$ cat src/rtl/pipe_ctrl_pkg.sv
// Shared definitions for the pipeline stall controller:
// stall-cause state encodings and default muldiv latencies.
package pipe_ctrl_pkg;

    typedef enum logic [1:0] {
        RUN        = 2'd0,
        LOAD_STALL = 2'd1,
        MD_STALL   = 2'd2,
        FREEZE     = 2'd3
    } ctrl_state_t;

    localparam int MUL_LAT_DEF = 4;
    localparam int DIV_LAT_DEF = 32;

endpackage

$ cat src/rtl/pipeline_stall_controller_muldiv_busy_counter.sv
// Muldiv occupancy counter: loads the op latency on start, counts down to 0.
// Ports: clk, reset, start, is_div in; md_busy, md_done out.
module muldiv_busy_counter
    import pipe_ctrl_pkg::*;
#(
    parameter int CNT_W   = 6,
    parameter int MUL_LAT = MUL_LAT_DEF,
    parameter int DIV_LAT = DIV_LAT_DEF
) (
    input  logic clk,
    input  logic reset,
    input  logic start,
    input  logic is_div,
    output logic md_busy,
    output logic md_done
);

    logic [CNT_W-1:0] md_cnt;

    // The unit runs on its own: it keeps counting through pipeline freezes.
    always_ff @(posedge clk) begin
        if (reset) begin
            md_cnt <= '0;
        end else if (start) begin
            md_cnt <= is_div ? CNT_W'(DIV_LAT) : CNT_W'(MUL_LAT);
        end else if (md_cnt != '0) begin
            md_cnt <= md_cnt - 1'b1;
        end
    end

    assign md_busy = (md_cnt != '0);
    assign md_done = (md_cnt == CNT_W'(1)) && !reset;

endmodule

$ cat src/rtl/pipeline_stall_controller.sv
// Stall/freeze sequencer: merges load-use, HI/LO and memory-wait stalls
// into pipeline-register enables, ID/EX bubbles and muldiv scheduling.
module pipeline_stall_controller
    import pipe_ctrl_pkg::*;
#(
    parameter int MUL_LAT     = MUL_LAT_DEF,
    parameter int DIV_LAT     = DIV_LAT_DEF,
    parameter int CNT_W       = 6,
    parameter int STALL_CNT_W = 16
) (
    input  logic                   clk,
    input  logic                   reset,
    input  logic                   hz_stall,
    input  logic                   id_md_start,
    input  logic                   id_md_div,
    input  logic                   id_uses_hilo,
    input  logic                   mem_wait,
    output logic                   pc_enable,
    output logic                   if_id_enable,
    output logic                   id_ex_enable,
    output logic                   id_ex_nop,
    output logic                   ex_mem_enable,
    output logic                   mem_wb_enable,
    output logic                   md_go,
    output logic                   md_busy,
    output logic                   md_done,
    output logic [1:0]             ctrl_state,
    output logic [STALL_CNT_W-1:0] stall_cycles
);

    logic        md_hz;
    logic        front_stall;
    logic        sel_rst;
    logic        sel_frz;
    logic        sel_stl;
    logic        sel_run;
    ctrl_state_t state_q;
    ctrl_state_t state_d;

    // A second muldiv start while busy is a structural hazard too.
    assign md_hz       = md_busy & (id_uses_hilo | id_md_start);
    assign front_stall = hz_stall | md_hz;

    // Mutually exclusive selects, highest priority first.
    assign sel_rst = reset;
    assign sel_frz = !reset && mem_wait;
    assign sel_stl = !reset && !mem_wait && front_stall;
    assign sel_run = !reset && !mem_wait && !front_stall;

    always_comb begin
        pc_enable     = 1'b0;
        if_id_enable  = 1'b0;
        id_ex_enable  = 1'b0;
        id_ex_nop     = 1'b0;
        ex_mem_enable = 1'b0;
        mem_wb_enable = 1'b0;
        md_go         = 1'b0;
        state_d       = RUN;
        unique case (1'b1)
            sel_rst: begin
                id_ex_nop = 1'b1;
            end
            sel_frz: begin
                state_d = FREEZE;
            end
            sel_stl: begin
                id_ex_enable  = 1'b1;
                id_ex_nop     = 1'b1;
                ex_mem_enable = 1'b1;
                mem_wb_enable = 1'b1;
                state_d       = hz_stall ? LOAD_STALL : MD_STALL;
            end
            sel_run: begin
                pc_enable     = 1'b1;
                if_id_enable  = 1'b1;
                id_ex_enable  = 1'b1;
                ex_mem_enable = 1'b1;
                mem_wb_enable = 1'b1;
                md_go         = id_md_start;
            end
        endcase
    end

    always_ff @(posedge clk) begin
        if (reset) begin
            state_q      <= RUN;
            stall_cycles <= '0;
        end else begin
            state_q <= state_d;
            if (state_d != RUN && stall_cycles != '1) begin
                stall_cycles <= stall_cycles + 1'b1;
            end
        end
    end

    assign ctrl_state = state_q;

    muldiv_busy_counter #(
        .CNT_W   (CNT_W),
        .MUL_LAT (MUL_LAT),
        .DIV_LAT (DIV_LAT)
    ) u_md_cnt (
        .clk     (clk),
        .reset   (reset),
        .start   (md_go),
        .is_div  (id_md_div),
        .md_busy (md_busy),
        .md_done (md_done)
    );

endmodule

$ cat config.mk
export PLATFORM = sky130hd
export DESIGN_NAME = pipeline_stall_controller
export DESIGN_NICKNAME = d
export VERILOG_FILES = /design/src/rtl/pipe_ctrl_pkg.sv /design/src/rtl/pipeline_stall_controller_muldiv_busy_counter.sv /design/src/rtl/pipeline_stall_controller.sv
export SDC_FILE = /design/constraint.sdc
export NUM_CORES = 1
export LEC_CHECK = 0
export ABC_AREA = 1
export ABC_CLOCK_PERIOD_IN_PS = 2420
export BUFFER_PORTS_ARGS = -buffer_cell sky130_fd_sc_hd__buf_2
export CAP_MARGIN = 20
export CORE_ASPECT_RATIO = 0.6
export CORE_UTILIZATION = 35
export DETAILED_ROUTE_END_ITERATION = 16
export PLACE_DENSITY = 0.66
export SLEW_MARGIN = 0
export SYNTH_ARGS = -nofsm -noshare
export SYNTH_HDL_FRONTEND = slang
export SYNTH_HIERARCHICAL = 1
export SYNTH_SLANG_ARGS = --single-unit
export TNS_END_PERCENT = 20
$ cat constraint.sdc
create_clock -name clk -period 2.42 [get_ports clk]
set_clock_uncertainty 0.1 [all_clocks]
set_input_delay 0.242 -clock clk [delete_from_list [all_inputs] [get_ports clk]]
set_output_delay 0.242 -clock clk [all_outputs]
set_load 0.01 [all_outputs]
== After elaboration in Yosys (flattened, before gate mapping) ==
Cells that the tools add are included.
Widths: inputs -> output; s select.
Word-level totals
  output and inout port bits: 27
  input port bits: 7
  word-level logic and storage cells: 33
  flip-flop bits (word level): 24
Cells by class
  eq/ne operators: 2
  reduce and logical (&&, ||, !) cells: 14
  add/subtract/negate cells: 2
  mux-type cells: 9
  bitwise operators: 3
Operators with widths (number)
  $mux 6: 3
  $add 16x1->16 const B: 1
  $ne 16x16->1 const B: 1
  $eq 6x1->1 const B: 1
  $logic_and 1x1->1: 6
  $reduce_bool 6->1: 1
  $sub 6x1->6 const B: 1
  $mux 1: 4
  $pmux 2 s2: 1
  $reduce_bool 2->1: 2
  $reduce_or 2->1: 2
  $logic_not 1->1: 3
  $mux 2: 1
  $or 1x1->1: 2
  $and 1x1->1: 1

== Logic depth before layout (Yosys ltp) ==
  depth after elaboration: 7
  depth in mapped cells: 13
  depth with buffers taken out: 13

== Modules after synthesis ==
The synthesis kept the hierarchy.
By module, submodules not included
  pipeline_stall_controller: area an instance 1202.4 um2, cells an instance 177, instances 1, seq. area each 360.3 um2
  muldiv_busy_counter: area an instance 367.9 um2, cells an instance 50, instances 1, seq. area each 120.1 um2

== Least setup slack after synthesis ==
No wires, ideal clock.
  path kind: reg-to-reg
  start point: reg u_md_cnt.md_cnt[0]
  end point: reg u_md_cnt.md_cnt[5]
  required time: 2.211 ns
  slack: 0.144 ns
  library setup time: 0.109 ns
  path buffers: 0
  clock period less this slack: 2.276 ns
  cell stages (with the launch flop): 14
  data arrival time: 2.067 ns
  cells stage by stage: dfxtp_1 inv_1 ha_1 nand3_4 o21ai_0 nand2_1 nor3_1 and2_1 inv_1 nor2_1 or2_0 nor2_1 nand2_1 inv_1
Between the ends
  word-level cells in the longest chain between the ends: 7
  elaborated cells between the ends (all ways): 10
  those cells by class: add/sub (1); mux (3); bitwise (2); reduce/logical (4)
RTL lines
  start, declared: RTL line pipeline_stall_controller_muldiv_busy_counter.sv:18  | logic [CNT_W-1:0] md_cnt;
  start signal, assigned: RTL line pipeline_stall_controller_muldiv_busy_counter.sv:25  | md_cnt <= is_div ? CNT_W'(DIV_LAT) : CNT_W'(MUL_LAT);
  start signal, assigned: RTL line pipeline_stall_controller_muldiv_busy_counter.sv:27  | md_cnt <= md_cnt - 1'b1;
  $reduce_bool 6->1 (*): RTL line pipeline_stall_controller_muldiv_busy_counter.sv:31  | assign md_busy = (md_cnt != '0);
  named net md_busy: RTL line pipeline_stall_controller.sv:25  | output logic md_busy,
  $and 1x1->1 (*): RTL line pipeline_stall_controller.sv:41  | assign md_hz = md_busy & (id_uses_hilo | id_md_start);
  $or 1x1->1 (*): RTL line pipeline_stall_controller.sv:42  | assign front_stall = hz_stall | md_hz;
  $logic_not 1->1 (*): RTL line pipeline_stall_controller.sv:48  | assign sel_run = !reset && !mem_wait && !front_stall;
  $logic_and 1x1->1 (*): RTL line pipeline_stall_controller.sv:48
  $mux 1 (*): RTL line pipeline_stall_controller.sv:59  | unique case (1'b1)
  named net md_go: RTL line pipeline_stall_controller.sv:24  | output logic md_go,
  $mux 6 or $reduce_bool 2->1 (tied branches)
Mark *: on every way through the listed nets, which the timed path passes. The rest lies on a longest branch. The select of a mux whose other input is x is not followed.
A chain may end at the register's enable or synchronous reset.

== Worst setup path in the final report ==
  start point: reg u_md_cnt.md_cnt[0]
  end point: out md_go
Between the ends
  word-level cells in the longest chain between the ends: 6
RTL lines (RTL line)
  $reduce_bool 6->1: pipeline_stall_controller_muldiv_busy_counter.sv:31
  $and 1x1->1: pipeline_stall_controller.sv:41
  $or 1x1->1: pipeline_stall_controller.sv:42
  $logic_not 1->1: pipeline_stall_controller.sv:48
  $logic_and 1x1->1: pipeline_stall_controller.sv:48
  $mux 1: pipeline_stall_controller.sv:59
  end, declared: pipeline_stall_controller.sv:24
No other way between the ends.

==> impl_metrics.toml <==
[grt]
grt-ovfl-total = 0
grt_pass1_vias = 1270
grt_pass1_wl_mm = 6.11
grt_max_degree = 22
antenna_found_initial = 0
track_usage_pct = 17.4

[clock_tree]
clock-sinks = 24
clk_path_buf_depth = 2
root_buffer = "clkbuf_8"
cts_buffers = 3
clkLatencyLatePin_ns = 0.27
cts_tree = "done"
cts-htree-levels = 1
post_cts_buffers = 0
cts.clk_slew.worst_paths_ns = 0.08

[timing]
whs_ns = 0.106
slew_viol_final = 0
rsz0062_at_grt = "no"
setup_viol = 0
slew_headroom_pct = 62.8
worstMarginPinSlew_ns = 0.558
hold_violations = 0
setup_tns_ns = 0
fin_crit_ns = 2.20
fmax_mhz = 454
post-route-period-util_pct = 91.0

[cells_and_area]
fin_util_pct = 42.7
nNetsFinal = 268
diodes = 0
nFillCells = 459
areaGrowthSynthToFinish_pct = 14.6
drive_above_1_share_pct = 28.5

[power_and_ir_drop]
sequentialPowerShare_pct = 42.7
power.leakage_nw = 0.766
power.internal_mw = 0.734
power_frac_comb_pct = 33.7
p_sw_share_pct = 36.7
irDropWorstVdd_mv = 0.313
clockPowerShare_pct = 23.7
p_switching_mw = 0.425
p_per_area_mw_per_mm2 = 644

[hold_path]
hp-class = "input port to register"
min_path_cells = 2
min_delay_worst_endpoint = "ctrl_state[1]$_SDFF_PP0_"
min_from = "hz_stall"

[synth]
synth_compound_area_share_pct = 10.6
synth_xor_area_share_pct = 2.79
yosysWarningCount = 6
synth_top_family_by_area = "simple AND/OR/NAND/NOR gates"
muxShareOfSynthArea_pct = 0
ys_types = 26
synthAdderAreaFrac_pct = 3.19
synth.top_cell.area_share_pct = 30.6
synth_fp_nets = 238
synth_area_leaders = "dfxtp_1 31%, nand2_1 14%, nor2_1 7.6%"
syn-instance-count = 227
seq_area_frac_synth_pct = 30.6
synth_top_area_cell = "dfxtp_1"
synth-seq-cells = 24
yosys.area_share.simple_pct = 43.1
synth_area_mm2 = 0.00157
syn_area_per_cell_um2 = 6.92

[outcome]
status = "complete, no violations"

[setup_path]
r2r-end = "stall_cycles[0]$_SDFFE_PP0P_"
cp_max_fo = 9
critPathRequiredTime_ns = 2.08
worstSetupPathType = "register to primary output"
slowest_stage = "dfxtp_1"
ff2ff_path_depth = 10
critical_path_arrival_ns = 1.86
crit_chain = "inv_1 -> ha_1 -> nand3_4 -> o21ai_0 -> nand2_1 -> nor3_2 -> and2_2 -> buf_2"
reg2reg_from = "u_md_cnt/md_cnt[0]$_SDFFE_PP0P_"
crit_family = "simple AND/OR/NAND/NOR gates"
cp-start-kind = "register"
critPathMaxStageDelay_ns = 0.35
cp_num_buf_inv = 2
rrSetupSlack_ns = 0.33
worst_setup_path_end_kind = "primary output"

[die]
rows = 18
dieArea_mm2 = 0.00477
die_h_um = 53.9
io_pins = 34
floorplan.initialDensity_pct = 37.3
die_w_um = 88.5
core_area_mm2 = 0.00421

[route]
ant_nets = 0
vias = 1450
vias_per_cell = 4.59
first_pass_iters = 4
drc = 0
routed_wl_mm = 3.63
dr.first_iter.drc_count = 37
wl_per_cell_um = 11.5

[place]
port_buffers = 33
hpwlAfterDp_mm = 2.73
routabilityCongestion = 0.785

[job]
maxCapViolations = 0
## power groups by stage
stage | Clock (mW) | Sequential (mW) | Combinational [mW]
floorplan | 0 | 0.493 | 0.311
global placement | 0 | 0.501 | 0.389
detailed placement | 0 | 0.501 | 0.388
CTS | 0.288 | 0.493 | 0.390
global route | 0.303 | 0.502 | 0.452
finish | 0.274 | 0.494 | 0.390
## flip-flops by register name (all words and copies together), names as in the netlist
name	cells
stall_cycles	16
ctrl_state	2
u_md_cnt/md_cnt	6
## kinds of logic (layout without fill, tap and decap cells)
family | after synthesis | after routing
AO/OA/AOI/OAI | 25 | 25
XOR/XNOR | 5 | 5
adder cells (fa/ha/maj) | 4 | 4
buffers and inverters | 29 | 58
flip-flops | 24 | 24
AND/OR/NAND/NOR | 140 | 140
## worst max-delay path by stage
stage,startpoint,cells past startpoint,end
after floorplan,u_md_cnt/md_cnt[0]$_SDFFE_PP0P_,13,u_md_cnt/md_cnt[5]$_SDFFE_PP0P_
after global placement,u_md_cnt/md_cnt[0]$_SDFFE_PP0P_,13,u_md_cnt/md_cnt[5]$_SDFFE_PP0P_
after detailed placement,u_md_cnt/md_cnt[0]$_SDFFE_PP0P_,13,u_md_cnt/md_cnt[5]$_SDFFE_PP0P_
after CTS,u_md_cnt/md_cnt[0]$_SDFFE_PP0P_,8,md_go
after global routing,u_md_cnt/md_cnt[0]$_SDFFE_PP0P_,8,md_go
final,u_md_cnt/md_cnt[0]$_SDFFE_PP0P_,8,md_go
## worst register-to-register path: cells and delay by family, from the launching register on
| family | cells | cell delay, ns |
|---|---|---|
| compound gates | 2 | 0.29 |
| fa+ha+maj | 1 | 0.24 |
| buf+inv | 1 | 0.11 |
| flops | 1 | 0.40 |
| simple gates | 6 | 0.85 |
## repair_timing
item,in CTS,in global routing
setup endpoints to repair,0,3
hold buffers,0,0
resized for setup,0,2
## area by class of cell
type	instances	area, um2	area share (%)
inverters	21	80.1	4.45
multi-input cells	174	943	52.4
well taps	60	75.1	4.17
repair buffers	33	165	9.18
flip-flops and latches	24	480	26.7
clock buffers	4	55.1	3.06
## metal layers
| layer | wire length (um) | vias up | track usage, % |
|---|---|---|---|
| met3 | 150 | 2 | 4.14 |
| li1 | - | 778 | - |
| met2 | 1340 | 29 | 24.5 |
| met4 | 22 | 0 | 4.30 |
| met1 | 2120 | 641 | 26.2 |
| met5 | 0 | - | 0 |
## cells in the mapped netlist, drive strengths merged
master / count
a21oi: 17
and2: 1
buf: 8
clkinv: 1
dfxtp: 24
ha: 4
inv: 20
nand2: 70
nand3: 16
nand3b: 3
nand4: 5
nor2: 40
nor3: 4
o21ai: 8
or2: 1
xor2: 5
## placed cells by master, fill, tap and decap left out, drive strengths merged
| cell | n |
|---|---|
| nand2 | 70 |
| nor2 | 40 |
| buf | 33 |
| dfxtp | 24 |
| inv | 20 |
| a21oi | 17 |
| nand3 | 16 |
| o21ai | 8 |
| xor2 | 5 |
| nand4 | 5 |
| ha | 4 |
| clkbuf | 4 |
| nor3 | 4 |
| nand3b | 3 |
| and2 | 1 |
| clkinv | 1 |
| or2 | 1 |
## metrics by stage
step / area [um2] / setup slack [ns] / instances / power (mW)
2_1_floorplan: 1570 / 0.144 / 227 / 0.804
3_3_place_gp: 1740 / 0.330 / 312 / 0.890
3_5_place_dp: 1740 / 0.224 / 312 / 0.889
4_1_cts: 1790 / 0.0555 / 316 / 1.17
5_1_grt: 1800 / 0.0253 / 316 / 1.26
6_report: 1800 / 0.217 / 316 / 1.16
Note: power is estimated with default switching activity, not from simulation.
